## config.mk

```make
export PLATFORM = sky130hd
export DESIGN_NAME = rca_pipe_accum_flat
export DESIGN_NICKNAME = d
export VERILOG_FILES = /design/src/rtl/rca_pkg.sv /design/src/rtl/rca_pipe_accum_if.sv /design/src/rtl/rca_seg.sv /design/src/rtl/rca_pipe_accum.sv /design/src/flat_wrapper.sv
export SDC_FILE = /design/constraint.sdc
export NUM_CORES = 1
export LEC_CHECK = 0
export CORE_ASPECT_RATIO = 0.9
export CORE_MARGIN = 3
export CORE_UTILIZATION = 56
export DETAILED_ROUTE_END_ITERATION = 8
export PLACE_DENSITY = 0.85
export SLEW_MARGIN = 0
export SYNTH_ARGS = -nofsm -noshare
export SYNTH_HDL_FRONTEND = slang
export SYNTH_HIERARCHICAL = 1
export SYNTH_SLANG_ARGS = --single-unit
```

## constraint.sdc

```tcl
create_clock -name clk -period 5.36 [get_ports clk]
set_clock_uncertainty 0.05 [all_clocks]
set_input_delay 0.804 -clock clk [delete_from_list [all_inputs] [get_ports clk]]
set_output_delay 0.804 -clock clk [all_outputs]
set_load 0.01 [all_outputs]
```

## src/rtl/rca_pkg.sv

```systemverilog
// rtl/rca_pkg.sv - shared types and helpers for the pipelined ripple-carry accumulator
package rca_pkg;

  typedef enum logic {
    MODE_ADD = 1'b0,
    MODE_ACC = 1'b1
  } mode_e;

  typedef enum logic {
    ST_STREAM   = 1'b0,
    ST_ACC_BUSY = 1'b1
  } state_e;

  function automatic int nseg(input int width, input int seg);
    return width / seg;
  endfunction

endpackage

```

## src/rtl/rca_pipe_accum_if.sv

```systemverilog
// rtl/rca_pipe_accum_if.sv - request/result handshake bundle for rca_pipe_accum
interface rca_pipe_accum_if #(
  parameter int WIDTH = 10
) ();

  logic             in_valid;
  logic             in_ready;
  logic             mode;
  logic [WIDTH-1:0] a;
  logic [WIDTH-1:0] b;
  logic             cin;
  logic             clr;
  logic             out_valid;
  logic             out_ready;
  logic [WIDTH-1:0] sum;
  logic             cout;
  logic             ovf;

  modport master (
    output in_valid, mode, a, b, cin, clr, out_ready,
    input  in_ready, out_valid, sum, cout, ovf
  );

  modport slave (
    input  in_valid, mode, a, b, cin, clr, out_ready,
    output in_ready, out_valid, sum, cout, ovf
  );

endinterface

```

## src/rtl/rca_seg.sv

```systemverilog
// rtl/rca_seg.sv - SEG-bit combinational ripple-carry adder slice
module rca_seg #(
  parameter int SEG = 5
) (
  input  logic [SEG-1:0] a_seg,
  input  logic [SEG-1:0] b_seg,
  input  logic           c_in,
  output logic [SEG-1:0] s_seg,
  output logic           c_out
);

  logic [SEG:0] c;

  always_comb begin
    c[0] = c_in;
    for (int i = 0; i < SEG; i++) begin
      s_seg[i] = a_seg[i] ^ b_seg[i] ^ c[i];
      c[i+1]   = (a_seg[i] & b_seg[i]) | (c[i] & (a_seg[i] ^ b_seg[i]));
    end
  end

  assign c_out = c[SEG];

endmodule

```

## src/rtl/rca_pipe_accum.sv

```systemverilog
// rtl/rca_pipe_accum.sv - segmented pipelined ripple-carry adder with saturating accumulator
module rca_pipe_accum
  import rca_pkg::*;
#(
  parameter int WIDTH  = 10,
  parameter int SEG    = 5,
  parameter bit SAT_EN = 1'b1
) (
  input  logic            clk,
  input  logic            rst_n,
  rca_pipe_accum_if.slave bus
);

  localparam int NSEG = nseg(WIDTH, SEG);
  localparam int LAST = NSEG - 1;

  if (WIDTH % SEG != 0) begin : g_bad_seg
    $error("rca_pipe_accum: WIDTH must be a multiple of SEG");
  end

  state_e           state_q, state_d;
  logic [WIDTH-1:0] acc_q, acc_eff;
  logic             ovf_q;
  logic             accept, out_fire, wb;

  logic [NSEG-1:0]  v_q, mode_q, kill_q, c_q;
  logic [WIDTH-1:0] a_q [NSEG];
  logic [WIDTH-1:0] b_q [NSEG];
  logic [WIDTH-1:0] s_q [NSEG];

  logic [NSEG-1:0]  v_src, mode_src, kill_src, c_src, co, adv;
  logic [WIDTH-1:0] a_src  [NSEG];
  logic [WIDTH-1:0] b_src  [NSEG];
  logic [WIDTH-1:0] s_base [NSEG];
  logic [WIDTH-1:0] s_d    [NSEG];
  logic [SEG-1:0]   s_seg  [NSEG];

  // A clear in the accept cycle makes the accepted ACC start from zero
  assign acc_eff  = bus.clr ? '0 : acc_q;
  assign accept   = bus.in_valid && bus.in_ready;
  assign out_fire = v_q[LAST] && bus.out_ready;
  assign wb       = out_fire && (mode_q[LAST] == MODE_ACC) && !kill_q[LAST] && !bus.clr;

  always_comb begin
    adv[LAST] = !v_q[LAST] || bus.out_ready;
    for (int k = LAST - 1; k >= 0; k--) begin
      adv[k] = !v_q[k] || adv[k+1];
    end
  end

  for (genvar k = 0; k < NSEG; k++) begin : g_stage
    if (k == 0) begin : g_head
      assign v_src[k]    = accept;
      assign mode_src[k] = bus.mode;
      assign kill_src[k] = 1'b0;
      assign a_src[k]    = bus.a;
      assign b_src[k]    = (bus.mode == MODE_ACC) ? acc_eff : bus.b;
      assign c_src[k]    = (bus.mode == MODE_ACC) ? 1'b0 : bus.cin;
      assign s_base[k]   = '0;
    end else begin : g_body
      assign v_src[k]    = v_q[k-1];
      assign mode_src[k] = mode_q[k-1];
      assign kill_src[k] = kill_q[k-1] | bus.clr;
      assign a_src[k]    = a_q[k-1];
      assign b_src[k]    = b_q[k-1];
      assign c_src[k]    = c_q[k-1];
      assign s_base[k]   = s_q[k-1];
    end

    rca_seg #(.SEG(SEG)) u_seg (
      .a_seg (a_src[k][k*SEG +: SEG]),
      .b_seg (b_src[k][k*SEG +: SEG]),
      .c_in  (c_src[k]),
      .s_seg (s_seg[k]),
      .c_out (co[k])
    );
  end

  always_comb begin
    for (int k = 0; k < NSEG; k++) begin
      s_d[k] = s_base[k];
      s_d[k][k*SEG +: SEG] = s_seg[k];
    end
    if (SAT_EN && (mode_src[LAST] == MODE_ACC) && co[LAST]) begin
      s_d[LAST] = '1;
    end
  end

  // Payload only loads with a valid op so the output holds its last result
  always_ff @(posedge clk or negedge rst_n) begin
    if (!rst_n) begin
      v_q    <= '0;
      mode_q <= '0;
      kill_q <= '0;
      c_q    <= '0;
      for (int k = 0; k < NSEG; k++) begin
        a_q[k] <= '0;
        b_q[k] <= '0;
        s_q[k] <= '0;
      end
    end else begin
      for (int k = 0; k < NSEG; k++) begin
        if (adv[k]) begin
          v_q[k] <= v_src[k];
          if (v_src[k]) begin
            mode_q[k] <= mode_src[k];
            kill_q[k] <= kill_src[k];
            c_q[k]    <= co[k];
            a_q[k]    <= a_src[k];
            b_q[k]    <= b_src[k];
            s_q[k]    <= s_d[k];
          end
        end else if (bus.clr) begin
          kill_q[k] <= 1'b1;
        end
      end
    end
  end

  always_ff @(posedge clk or negedge rst_n) begin
    if (!rst_n) begin
      acc_q <= '0;
      ovf_q <= 1'b0;
    end else if (bus.clr) begin
      acc_q <= '0;
      ovf_q <= 1'b0;
    end else if (wb) begin
      acc_q <= s_q[LAST];
      if (c_q[LAST]) begin
        ovf_q <= 1'b1;
      end
    end
  end

  always_ff @(posedge clk or negedge rst_n) begin
    if (!rst_n) begin
      state_q <= ST_STREAM;
    end else begin
      state_q <= state_d;
    end
  end

  always_comb begin
    state_d = state_q;
    case (state_q)
      ST_STREAM:   if (accept && (bus.mode == MODE_ACC)) state_d = ST_ACC_BUSY;
      ST_ACC_BUSY: if (out_fire && (mode_q[LAST] == MODE_ACC)) state_d = ST_STREAM;
    endcase
  end

  always_comb begin
    bus.in_ready = 1'b0;
    if (state_q == ST_STREAM) begin
      bus.in_ready = adv[0];
    end
  end

  assign bus.out_valid = v_q[LAST];
  assign bus.sum       = s_q[LAST];
  assign bus.cout      = c_q[LAST];
  assign bus.ovf       = ovf_q;

endmodule
```

## src/flat_wrapper.sv

```systemverilog
// flat-port wrapper written by rule: the top's interface ports become plain ports
module rca_pipe_accum_flat import rca_pkg::*;
#(
  parameter int WIDTH  = 10,
  parameter int SEG    = 5,
  parameter bit SAT_EN = 1'b1
)
  (clk, rst_n, bus_in_valid, bus_mode, bus_a, bus_b, bus_cin, bus_clr, bus_out_ready, bus_in_ready, bus_out_valid, bus_sum, bus_cout, bus_ovf);
  rca_pipe_accum_if #(.WIDTH(WIDTH)) bus_i ();
  input  logic clk;
  input  logic rst_n;
  input wire logic [$bits(bus_i.in_valid)-1:0] bus_in_valid;
  input wire logic [$bits(bus_i.mode)-1:0] bus_mode;
  input wire logic [$bits(bus_i.a)-1:0] bus_a;
  input wire logic [$bits(bus_i.b)-1:0] bus_b;
  input wire logic [$bits(bus_i.cin)-1:0] bus_cin;
  input wire logic [$bits(bus_i.clr)-1:0] bus_clr;
  input wire logic [$bits(bus_i.out_ready)-1:0] bus_out_ready;
  output wire logic [$bits(bus_i.in_ready)-1:0] bus_in_ready;
  output wire logic [$bits(bus_i.out_valid)-1:0] bus_out_valid;
  output wire logic [$bits(bus_i.sum)-1:0] bus_sum;
  output wire logic [$bits(bus_i.cout)-1:0] bus_cout;
  output wire logic [$bits(bus_i.ovf)-1:0] bus_ovf;
  assign bus_i.in_valid = bus_in_valid;
  assign bus_i.mode = bus_mode;
  assign bus_i.a = bus_a;
  assign bus_i.b = bus_b;
  assign bus_i.cin = bus_cin;
  assign bus_i.clr = bus_clr;
  assign bus_i.out_ready = bus_out_ready;
  assign bus_in_ready = bus_i.in_ready;
  assign bus_out_valid = bus_i.out_valid;
  assign bus_sum = bus_i.sum;
  assign bus_cout = bus_i.cout;
  assign bus_ovf = bus_i.ovf;
  rca_pipe_accum #(.WIDTH(WIDTH), .SEG(SEG), .SAT_EN(SAT_EN)) u_core (.clk(clk), .rst_n(rst_n), .bus(bus_i));
endmodule
```

==> impl_metrics.tcl, run 1 <==
set metrics [dict create \
    outcome "finished clean" \
    worstHoldEndpoint "u_core/kill_q[0]" \
    synth.area.top_cells "sky130_fd_sc_hd__dfrtp_1 (51%), sky130_fd_sc_hd__fa_1 (9.0%), sky130_fd_sc_hd__mux2_4 (8.8%)" \
    fin_nets 278 \
    period_needed_ns 4.166 \
    maximum_root_to_sink_buffer_count 2 \
    worst-r2r-setup-slack_ns 2.46 \
    cts_root_buffer "sky130_fd_sc_hd__clkbuf_8" \
    report.final.slew_viol_count 0 \
    finalSetupTns_ns 0 \
    maximum_fanout_encountered_on_the_critical_timing_path 15 \
    vias 1575 \
    grt_antenna_before_repair 0 \
    insertedDiodeCount 0 \
    rsz0062_at_grt "no" \
    mappedNetlistArea_um2 2230 \
    worst-slew-pin-transition_ns 0.9925 \
    timing.final.hold_violations 0 \
    layout.cell_area.non_filler_um2 2719 \
    req_time_crit_path_ns 5.50 \
    syn_inst 203 \
    tritoncts_buffers 5 \
    grt_pass1_vias 1585 \
    clk_pin_slew_worst_paths_ns 0.08 \
    post_cts_buffers 0 \
    port-buffer-count 40 \
    synth_sequential_area_ratio 0.5051 \
    dominant_combinational_cell_family_by_area_after_synthesis "multiplexers" \
    grt.total_usage 0.2204 \
    routed_wire_length_um 4768 \
    critPathLaunchType "input pin" \
    post_synth_mux_area_share 0.1207 \
    clock-sinks 45 \
    areaGrowthSynthToFinish_pct 21.94 \
    hold-path-cell-count 1 \
    vertical_die_dimension_um 65.86 \
    detailed_route_vias_per_instance 5.488 \
    end_kind "flip-flop" \
    netlist.top_cell.by_area "sky130_fd_sc_hd__dfrtp_1" \
    final_util 0.7186 \
    power_density_nw_per_um2 507.1 \
    synth_cell_type_count 28 \
    fp.dieArea_um2 4776 \
    ff2ff_path_depth 12 \
    detailed_place.area_um2 2633 \
    floorplan.rows 21 \
    path_class "input pin to flip-flop" \
    switching_share_of_total_power 0.3554 \
    layoutNonFillerInstCount 287 \
    yosys.area_share.xor_xnor 0 \
    slew_headroom 0.3383 \
    post_cts_resize_count 0 \
    drt-initial-drc-count 99 \
    synthesized_area_fraction_occupied_by_ao_oa_aoi_and_oai_cells 0.1167 \
    fmaxAchievable_mhz 240.0 \
    p_leak_nw 1.266 \
    pwr-share-seq 0.423 \
    switching_power_mw 0.4900 \
    hold_path.startpoint "u_core/kill_q[0]" \
    die_w_um 72.51 \
    yosys_warnings 6 \
    vdd_ir_drop_max_mv 0.3577 \
    power.share.clock 0.153 \
    final_min_period_over_clock_period 0.7773 \
    comb_power_share 0.423 \
    gp_routability_congestion 0.7755 \
    r2r_start "u_core/a_q[15]" \
    wl_per_cell_um 16.61 \
    fraction_of_final_layout_cells_with_drive_strength_greater_than_1 0.09959 \
    detailedRoute.firstPassIterationCount 4 \
    grt_overflow 0 \
    io_pins 41 \
    drcViolationCount 0 \
    cts_tree "yes" \
    grt_start_max_net_pins 46 \
    post_synth_fa_ha_maj_area_fraction 0.08979 \
    worstHoldPathType "flip-flop to flip-flop" \
    synth.top_cell.area_share 0.5051 \
    setup_viol 0 \
    fillCellCount 295 \
    route.antenna.remaining_nets 0 \
    clk-insertion-delay-late_ns 0.30 \
    initial_core_util 0.5893 \
    worst_r2r_endpoint "u_core/bus.sum[1]" \
    synthesis.area_per_instance_um2 10.98 \
    p_int_mw 0.8886 \
    core_region_area_um2 3784 \
    cts_hold_buffers 0 \
    h-tree-depth 2 \
    hpwlAfterDp_um 3189 \
    dpl.cell_count 280 \
    wire_length_of_the_first_global_routing_pass_um 7817 \
    cp_data_arrival_time_ns 4.30 \
    postSynthRegisterBits 45 \
    synth_simple_gate_area_share 0.09820 \
    max-cap-violations 0 \
    mappedNetlistNets 240 \
]
## placed cells by master, fill, tap and decap left out, types with 2 or more instances in the layout
cell type,Yosys,routed
sky130_fd_sc_hd__nand2_1,24,24
sky130_fd_sc_hd__and2_1,2,2
sky130_fd_sc_hd__inv_1,26,26
sky130_fd_sc_hd__nor2b_1,2,2
sky130_fd_sc_hd__dfrtp_1,45,45
sky130_fd_sc_hd__nor2_1,13,13
sky130_fd_sc_hd__a21oi_1,31,31
sky130_fd_sc_hd__a22o_1,6,6
sky130_fd_sc_hd__a22oi_1,4,4
sky130_fd_sc_hd__mux2_4,13,13
sky130_fd_sc_hd__clkdlybuf4s50_1,0,39
sky130_fd_sc_hd__nand2b_1,2,2
sky130_fd_sc_hd__mux2i_1,4,4
sky130_fd_sc_hd__fa_1,10,10
sky130_fd_sc_hd__mux2_2,2,2
sky130_fd_sc_hd__clkbuf_8,0,6
## power groups by stage
| stage | sequential (mW) | clock (mW) | combinational [mW] |
|---|---|---|---|
| 6_report | 0.584 | 0.211 | 0.584 |
| 5_1_grt | 0.603 | 0.229 | 0.645 |
| 4_1_cts | 0.583 | 0.217 | 0.585 |
| 3_3_place_gp | 0.584 | 0 | 0.557 |
| 2_1_floorplan | 0.570 | 0 | 0.379 |
| 3_5_place_dp | 0.588 | 0 | 0.581 |
## worst max-delay path by stage
| stage | slack, ns | startpoint | cells after the start | end |
|---|---|---|---|---|
| after floorplan | 2.00 | bus_mode | 13 | u_core/s_base[4] |
| after global placement | 1.06 | bus_clr | 13 | u_core/s_base[4] |
| after detailed placement | 0.93 | bus_clr | 13 | u_core/s_base[4] |
| after CTS | 1.24 | bus_clr | 13 | u_core/s_base[4] |
| after global routing | 1.07 | bus_clr | 13 | u_core/s_base[4] |
| final | 1.19 | bus_clr | 13 | u_core/s_base[4] |
## state kept, by name, summed over array words and instances (netlist names)
| register | count |
|---|---|
| u_core/mode_q | 2 |
| u_core/c_q | 2 |
| u_core/bus.ovf | 1 |
| u_core/kill_q | 2 |
| u_core/b_q | 5 |
| u_core/a_q | 5 |
| u_core/v_q | 2 |
| u_core/bus.sum | 10 |
| u_core/s_base | 5 |
| u_core/state_q | 1 |
| u_core/acc_q | 10 |
## final cells by class
cell class | instances | area (um^2) | share of cell area
flip-flops and latches | 45 | 1126 | 0.4142
multi-input cells | 122 | 948.4 | 0.3488
repair buffers | 41 | 402.9 | 0.1482
inverters | 26 | 97.59 | 0.03590
clock buffers | 7 | 86.33 | 0.03175
well taps | 46 | 57.56 | 0.02117
## stage by stage
stage | total power, mW | hold slack [ns] | worst slack [ns]
4_1_cts | 1.386 | 0.4537 | 1.244
3_3_place_gp | 1.141 | 0.4277 | 1.061
3_5_place_dp | 1.169 | 0.4316 | 0.9271
6_report | 1.379 | 0.4545 | 1.194
2_1_floorplan | 0.9487 | 0.4073 | 1.997
5_1_grt | 1.477 | 0.4612 | 1.068
## logic make-up after synthesis
family / after synthesis
AND/OR/NAND/NOR: 48
flip-flops: 45
AO/OA/AOI/OAI: 44
buffers and inverters: 36
multiplexers: 20
adder cells (fa/ha/maj): 10
## cell usage after synthesis
| cell | count |
|---|---|
| sky130_fd_sc_hd__nand3b_2 | 1 |
| sky130_fd_sc_hd__mux2_4 | 13 |
| sky130_fd_sc_hd__o2bb2ai_1 | 1 |
| sky130_fd_sc_hd__a21oi_1 | 31 |
| sky130_fd_sc_hd__fa_1 | 10 |
| sky130_fd_sc_hd__mux2i_1 | 4 |
| sky130_fd_sc_hd__nand3b_1 | 1 |
| sky130_fd_sc_hd__clkbuf_1 | 3 |
| sky130_fd_sc_hd__and2_1 | 2 |
| sky130_fd_sc_hd__nand3_1 | 1 |
| sky130_fd_sc_hd__clkbuf_2 | 1 |
| sky130_fd_sc_hd__dfrtp_1 | 45 |
| sky130_fd_sc_hd__buf_1 | 1 |
| sky130_fd_sc_hd__and4b_1 | 1 |
| sky130_fd_sc_hd__nand4b_1 | 1 |
| sky130_fd_sc_hd__nand2_1 | 24 |
| sky130_fd_sc_hd__buf_2 | 3 |
| sky130_fd_sc_hd__a22oi_1 | 4 |
| sky130_fd_sc_hd__o22a_1 | 1 |
| sky130_fd_sc_hd__nor2b_1 | 2 |
| sky130_fd_sc_hd__mux2_2 | 2 |
| sky130_fd_sc_hd__a22o_1 | 6 |
| sky130_fd_sc_hd__nor2_1 | 13 |
| sky130_fd_sc_hd__buf_6 | 2 |
| sky130_fd_sc_hd__o21ai_0 | 1 |
| sky130_fd_sc_hd__nand2b_1 | 2 |
| sky130_fd_sc_hd__mux2_1 | 1 |
| sky130_fd_sc_hd__inv_1 | 26 |
## layer usage
layer,global-route usage,vias up,share of wire
met5,0,-,0
met4,0.06912,0,0.011
met3,0.04103,5,0.078
met2,0.3375,74,0.45
met1,0.3193,762,0.46
li1,-,734,-
## worst max-delay path: stages
cell and delay (ns):
sky130_fd_sc_hd__clkdlybuf4s50_1 0.67, sky130_fd_sc_hd__nor2b_1 0.67, sky130_fd_sc_hd__a22o_1 0.26, sky130_fd_sc_hd__fa_1 0.17, sky130_fd_sc_hd__inv_1 0.05, sky130_fd_sc_hd__fa_1 0.37, sky130_fd_sc_hd__inv_1 0.09, sky130_fd_sc_hd__fa_1 0.21
sky130_fd_sc_hd__fa_1 0.19, sky130_fd_sc_hd__inv_1 0.05, sky130_fd_sc_hd__fa_1 0.47, sky130_fd_sc_hd__inv_1 0.04, sky130_fd_sc_hd__mux2_4 0.25
(Power assumes the default switching activity.)
==> inputs of run 2 (changes only) <==
Settings changed: CORE_UTILIZATION 56 to 52, PLACE_DENSITY 0.85 to 0.79.
Clock period 5.36 ns to 4.3 ns, I/O delays scaled along.
==> run 2 against run 1 <==
Critical path depth stayed put. Critical endpoint unchanged. Critical path type unchanged. Total power is 26% higher. Die area is 7.0% higher. Sequential power is 24% higher. Cell area is 1.2% higher. Largest power group is now combinational logic.
==> impl_metrics.tcl, run 2 (same netlist as run 1, synthesis figures left out) <==
set metrics [dict create \
    outcome "finished clean" \
    rsz0062_at_grt "no" \
    gp_routability_congestion 0.7610 \
    clock-sinks 45 \
    cts_tree "yes" \
    max-cap-violations 0 \
    drt-initial-drc-count 160 \
    routed_wire_length_um 4939 \
    grt_pass1_vias 1625 \
    cp_data_arrival_time_ns 3.64 \
    grt_overflow 0 \
    fraction_of_final_layout_cells_with_drive_strength_greater_than_1 0.1184 \
    port-buffer-count 40 \
    fin_nets 281 \
    detailed_route_vias_per_instance 5.649 \
    hpwlAfterDp_um 3257 \
    areaGrowthSynthToFinish_pct 23.40 \
    floorplan.rows 21 \
    commonest_non_fill_non_tap_cell_in_the_layout "sky130_fd_sc_hd__dfrtp_1" \
    initial_core_util 0.5695 \
    timing.final.hold_violations 0 \
    route.antenna.remaining_nets 0 \
    hold_ws_ns 0.4461 \
    core_region_area_um2 3915 \
    drcViolationCount 0 \
    vdd_ir_drop_max_mv 0.3436 \
    req_time_crit_path_ns 4.50 \
    vertical_die_dimension_um 68.12 \
    detailedRoute.firstPassIterationCount 5 \
    insertedDiodeCount 0 \
    wl_per_cell_um 16.97 \
    power_mw 1.743 \
    worst-slew-pin-transition_ns 0.9849 \
    finalSetupTns_ns 0 \
    tritoncts_buffers 5 \
    fp.dieArea_um2 5111 \
    switching_share_of_total_power 0.3608 \
    dpl.cell_count 283 \
    h-tree-depth 2 \
    pwr-share-seq 0.416 \
    worst_r2r_endpoint "u_core/bus.sum[0]" \
    wire_length_of_the_first_global_routing_pass_um 7935 \
    vias 1644 \
    cts_root_buffer "sky130_fd_sc_hd__clkbuf_8" \
    worstHoldPathType "input pin to asynchronous set/reset pin" \
    final_min_period_over_clock_period 0.8004 \
    post_cts_buffers 0 \
    switching_power_mw 0.6289 \
    grt.total_usage 0.2116 \
    clk_pin_slew_worst_paths_ns 0.10 \
    post_cts_resize_count 0 \
    period_needed_ns 3.442 \
    cts_hold_buffers 0 \
    end_kind "flip-flop" \
    fmaxAchievable_mhz 290.6 \
    report.final.slew_viol_count 0 \
    ff2ff_path_depth 12 \
    critPathLaunchType "input pin" \
    path_class "input pin to flip-flop" \
    most_used_cells_in_the_layout_excluding_fill_and_tap_cells "sky130_fd_sc_hd__dfrtp_1 (45), sky130_fd_sc_hd__clkdlybuf4s50_1 (39), sky130_fd_sc_hd__a21oi_1 (31)" \
    p_int_mw 1.114 \
    io_pins 41 \
    slew_headroom 0.3434 \
    p_leak_nw 1.287 \
    r2r_start "u_core/a_q[15]" \
    maximum_root_to_sink_buffer_count 2 \
    setup_viol 0 \
    comb_power_share 0.424 \
    layoutNonFillerInstCount 291 \
    power.share.clock 0.160 \
    die_w_um 75.03 \
    worst-r2r-setup-slack_ns 1.39 \
    grt_start_max_net_pins 46 \
    maximum_fanout_encountered_on_the_critical_timing_path 5 \
    clk-insertion-delay-late_ns 0.31 \
    power_density_nw_per_um2 633.5 \
    grt_antenna_before_repair 0 \
]
[run 2: how the worst max path moves through the flow]
stage | slack (ns) | end | start
after global placement | 0.62 | u_core/s_base[4] | bus_mode
after floorplan | 1.10 | u_core/s_base[4] | bus_mode
final | 0.86 | u_core/s_base[4] | bus_mode
after global routing | 0.74 | u_core/s_base[4] | bus_mode
after detailed placement | 0.56 | u_core/s_base[4] | bus_mode
after CTS | 0.88 | u_core/s_base[4] | bus_mode
[run 2: worst max-delay path, cell delays in order]
cell	delay [ns]
sky130_fd_sc_hd__clkdlybuf4s50_1	0.48
sky130_fd_sc_hd__nor2b_1	0.18
sky130_fd_sc_hd__a22o_1	0.19
sky130_fd_sc_hd__fa_1	0.39
sky130_fd_sc_hd__inv_1	0.08
sky130_fd_sc_hd__fa_1	0.16
sky130_fd_sc_hd__inv_1	0.05
sky130_fd_sc_hd__fa_1	0.39
sky130_fd_sc_hd__fa_1	0.38
sky130_fd_sc_hd__inv_1	0.08
sky130_fd_sc_hd__fa_1	0.41
sky130_fd_sc_hd__inv_1	0.08
sky130_fd_sc_hd__mux2_4	0.13
[run 2: final cells by class]
type,instances,area [um^2]
Clock buffer,6,82.58
Clock inverter,2,13.76
Fill cell,308,1164
Inverter,26,97.59
Multi-Input combinational cell,122,948.4
Sequential cell,45,1126
Tap cell,46,57.56
Timing Repair Buffer,44,425.4
[run 2: layer usage]
| layer | GRT usage | part of all wire | up-vias |
|---|---|---|---|
| met3 | 0.04846 | 0.075 | 8 |
| met2 | 0.3120 | 0.45 | 76 |
| met5 | 0 | 0 | - |
| met1 | 0.3115 | 0.46 | 812 |
| li1 | - | - | 748 |
| met4 | 0.06222 | 0.011 | 0 |
[run 2: power groups by stage]
stage                     registers, mW  logic (mW)  clock network, mW
after CTS                         0.724       0.740              0.278
after detailed placement          0.730       0.736                  0
after global placement            0.727       0.701                  0
after global routing              0.749       0.825              0.303
final                             0.726       0.739              0.279
after floorplan                   0.710       0.472                  0
[run 2: per-stage QoR]
stage | util | worst slack [ns] | instance area [um^2]
after floorplan | - | 1.096 | 2230
after global placement | 0.6782 | 0.6221 | 2655
after detailed placement | 0.6782 | 0.5576 | 2655
after CTS | 0.7028 | 0.8754 | 2751
after global routing | 0.7028 | 0.7423 | 2751
final | 0.7028 | 0.8584 | 2751
==> inputs of run 3 (changes only) <==
Clock period 4.3 ns to 3.45 ns, I/O delays scaled along.
==> run 3 against run 2 <==
Flip-flop and latch count unchanged. Register-to-register slack worse by 0.81 ns. Count of clock-buffer cells in the layout up 1. Critical path depth is the same. Core utilization increased by 0.70 points. Sequential share of layout area shrank 0.41 points. Final cell count up 0.34%. Non-clock buffer count grew 1. Combinational power rose by 22%. Clock power rose by 49%. Critical endpoint unchanged.
==> impl_metrics.tcl, run 3 (same netlist as run 1, synthesis figures left out) <==
set metrics [dict create \
    outcome "finished clean" \
    io_pins 41 \
    req_time_crit_path_ns 3.64 \
    post_cts_resize_count 0 \
    critPathLaunchType "input pin" \
    fmaxAchievable_mhz 306.1 \
    switching_power_mw 0.7654 \
    max-cap-violations 0 \
    detailed_route_vias_per_instance 5.606 \
    fraction_of_final_layout_cells_with_drive_strength_greater_than_1 0.1179 \
    gp_routability_congestion 0.7688 \
    pre_cts_slack_ns -0.1136 \
    worst-slew-pin-transition_ns 0.9910 \
    period_needed_ns 3.267 \
    insertedDiodeCount 0 \
    hpwlAfterDp_um 3290 \
    comb_power_share 0.406 \
    setup_slack_ns 0.1830 \
    wire_length_of_the_first_global_routing_pass_um 8024 \
    vdd_ir_drop_max_mv 0.5082 \
    clk_pin_slew_worst_paths_ns 0.08 \
    routed_wire_length_um 4912 \
    grt_overflow 0 \
    worst-r2r-setup-slack_ns 0.58 \
    p_int_mw 1.459 \
    setup_viol 0 \
    cts_hold_buffers 0 \
    grt_start_max_net_pins 46 \
    cts_tree "yes" \
    clock-sinks 45 \
    route.antenna.remaining_nets 0 \
    tritoncts_buffers 5 \
    h-tree-depth 2 \
    slew_headroom 0.3393 \
    areaGrowthSynthToFinish_pct 24.64 \
    power.share.clock 0.187 \
    power_density_nw_per_um2 800.5 \
    r2r_start "u_core/acc_q[0]" \
    end_kind "flip-flop" \
    rsz0062_at_grt "no" \
    port-buffer-count 40 \
    core_region_area_um2 3915 \
    vertical_die_dimension_um 68.12 \
    worst_r2r_endpoint "u_core/s_base[4]" \
    final_util 0.7098 \
    wl_per_cell_um 16.82 \
    fp.dieArea_um2 5111 \
    most_used_cells_in_the_layout_excluding_fill_and_tap_cells "sky130_fd_sc_hd__dfrtp_1 (45), sky130_fd_sc_hd__clkdlybuf4s50_1 (39), sky130_fd_sc_hd__a21oi_1 (31)" \
    detailed_place.area_um2 2663 \
    maximum_fanout_encountered_on_the_critical_timing_path 3 \
    report.final.slew_viol_count 0 \
    dpl.cell_count 284 \
    vias 1637 \
    layoutNonFillerInstCount 292 \
    ff2ff_path_depth 11 \
    post_cts_buffers 0 \
    cp_data_arrival_time_ns 3.46 \
    grt_pass1_vias 1650 \
    pwr-share-seq 0.408 \
    timing.final.hold_violations 0 \
    grt.total_usage 0.2149 \
    drcViolationCount 0 \
    final_min_period_over_clock_period 0.9470 \
    floorplan.rows 21 \
    fin_nets 282 \
    switching_share_of_total_power 0.3441 \
    detailedRoute.firstPassIterationCount 4 \
    initial_core_util 0.5695 \
    clk-insertion-delay-late_ns 0.30 \
    p_leak_nw 1.299 \
    drt-initial-drc-count 109 \
    maximum_root_to_sink_buffer_count 2 \
    cts_root_buffer "sky130_fd_sc_hd__clkbuf_8" \
    commonest_non_fill_non_tap_cell_in_the_layout "sky130_fd_sc_hd__dfrtp_1" \
    grt_antenna_before_repair 0 \
    die_w_um 75.03 \
    layout.cell_area.non_filler_um2 2779 \
    path_class "input pin to flip-flop" \
    worstHoldPathType "input pin to asynchronous set/reset pin" \
]
-- run 3: changes by cell type in the layout (fill, tap and decap cells not counted), sizes merged --
cell and change:
clkinv -2, buf +1, bufinv +1, clkbuf +1
-- run 3: routing by layer --
layer / part of all wire / GRT usage / vias to the layer above
li1: - / - / 746
met1: 0.45 / 0.2970 / 807
met2: 0.47 / 0.3467 / 76
met3: 0.064 / 0.03671 / 8
met4: 0.012 / 0.06667 / 0
met5: 0 / 0 / -
-- run 3: worst max path at each step --
| stage | startpoint | endpoint | slack (ns) | cells past startpoint |
|---|---|---|---|---|
| final | bus_mode | u_core/s_base[4] | 0.18 | 13 |
| after global routing | bus_mode | u_core/s_base[4] | 0.03 | 13 |
| after CTS | bus_mode | u_core/s_base[4] | 0.19 | 13 |
| after detailed placement | bus_mode | u_core/s_base[4] | -0.11 | 13 |
| after global placement | bus_mode | u_core/s_base[4] | -0.06 | 13 |
| after floorplan | bus_mode | u_core/s_base[4] | 0.37 | 13 |
-- run 3: cell type report --
type                       instances  area (um^2)
clock inverter                     1        30.03
sequential                        45         1126
fill                             305         1136
multi-input combinational        122        948.4
inverter                          26        97.59
clock buffer                       7        86.33
tap                               46        57.56
timing repair buffer              45        432.9
-- run 3: power groups by stage --
stage | Sequential (mW) | Clock, mW | Combinational [mW]
3_5_place_dp | 0.911 | 0 | 0.902
2_1_floorplan | 0.885 | 0 | 0.589
6_report | 0.907 | 0.415 | 0.903
4_1_cts | 0.906 | 0.417 | 0.911
5_1_grt | 0.935 | 0.440 | 1.02
3_3_place_gp | 0.905 | 0 | 0.877
-- run 3: per-stage QoR --
step	hold slack, ns	total power [mW]	TNS (ns)
after floorplan	0.1719	1.474	0
after global placement	0.4274	1.782	-0.06404
after detailed placement	0.4404	1.812	-0.1497
after CTS	0.3510	2.234	0
after global routing	0.3863	2.395	0
final	0.3237	2.224	0
-- run 3: critical path, cell delays in order --
cell                              delay [ns]
sky130_fd_sc_hd__clkdlybuf4s50_1        0.43
sky130_fd_sc_hd__nor2b_1                0.15
sky130_fd_sc_hd__a22o_1                 0.20
sky130_fd_sc_hd__fa_1                   0.39
sky130_fd_sc_hd__inv_1                  0.08
sky130_fd_sc_hd__fa_1                   0.18
sky130_fd_sc_hd__inv_1                  0.06
sky130_fd_sc_hd__fa_1                   0.40
sky130_fd_sc_hd__fa_1                   0.37
sky130_fd_sc_hd__inv_1                  0.08
sky130_fd_sc_hd__fa_1                   0.40
sky130_fd_sc_hd__inv_1                  0.06
sky130_fd_sc_hd__mux2_4                 0.13
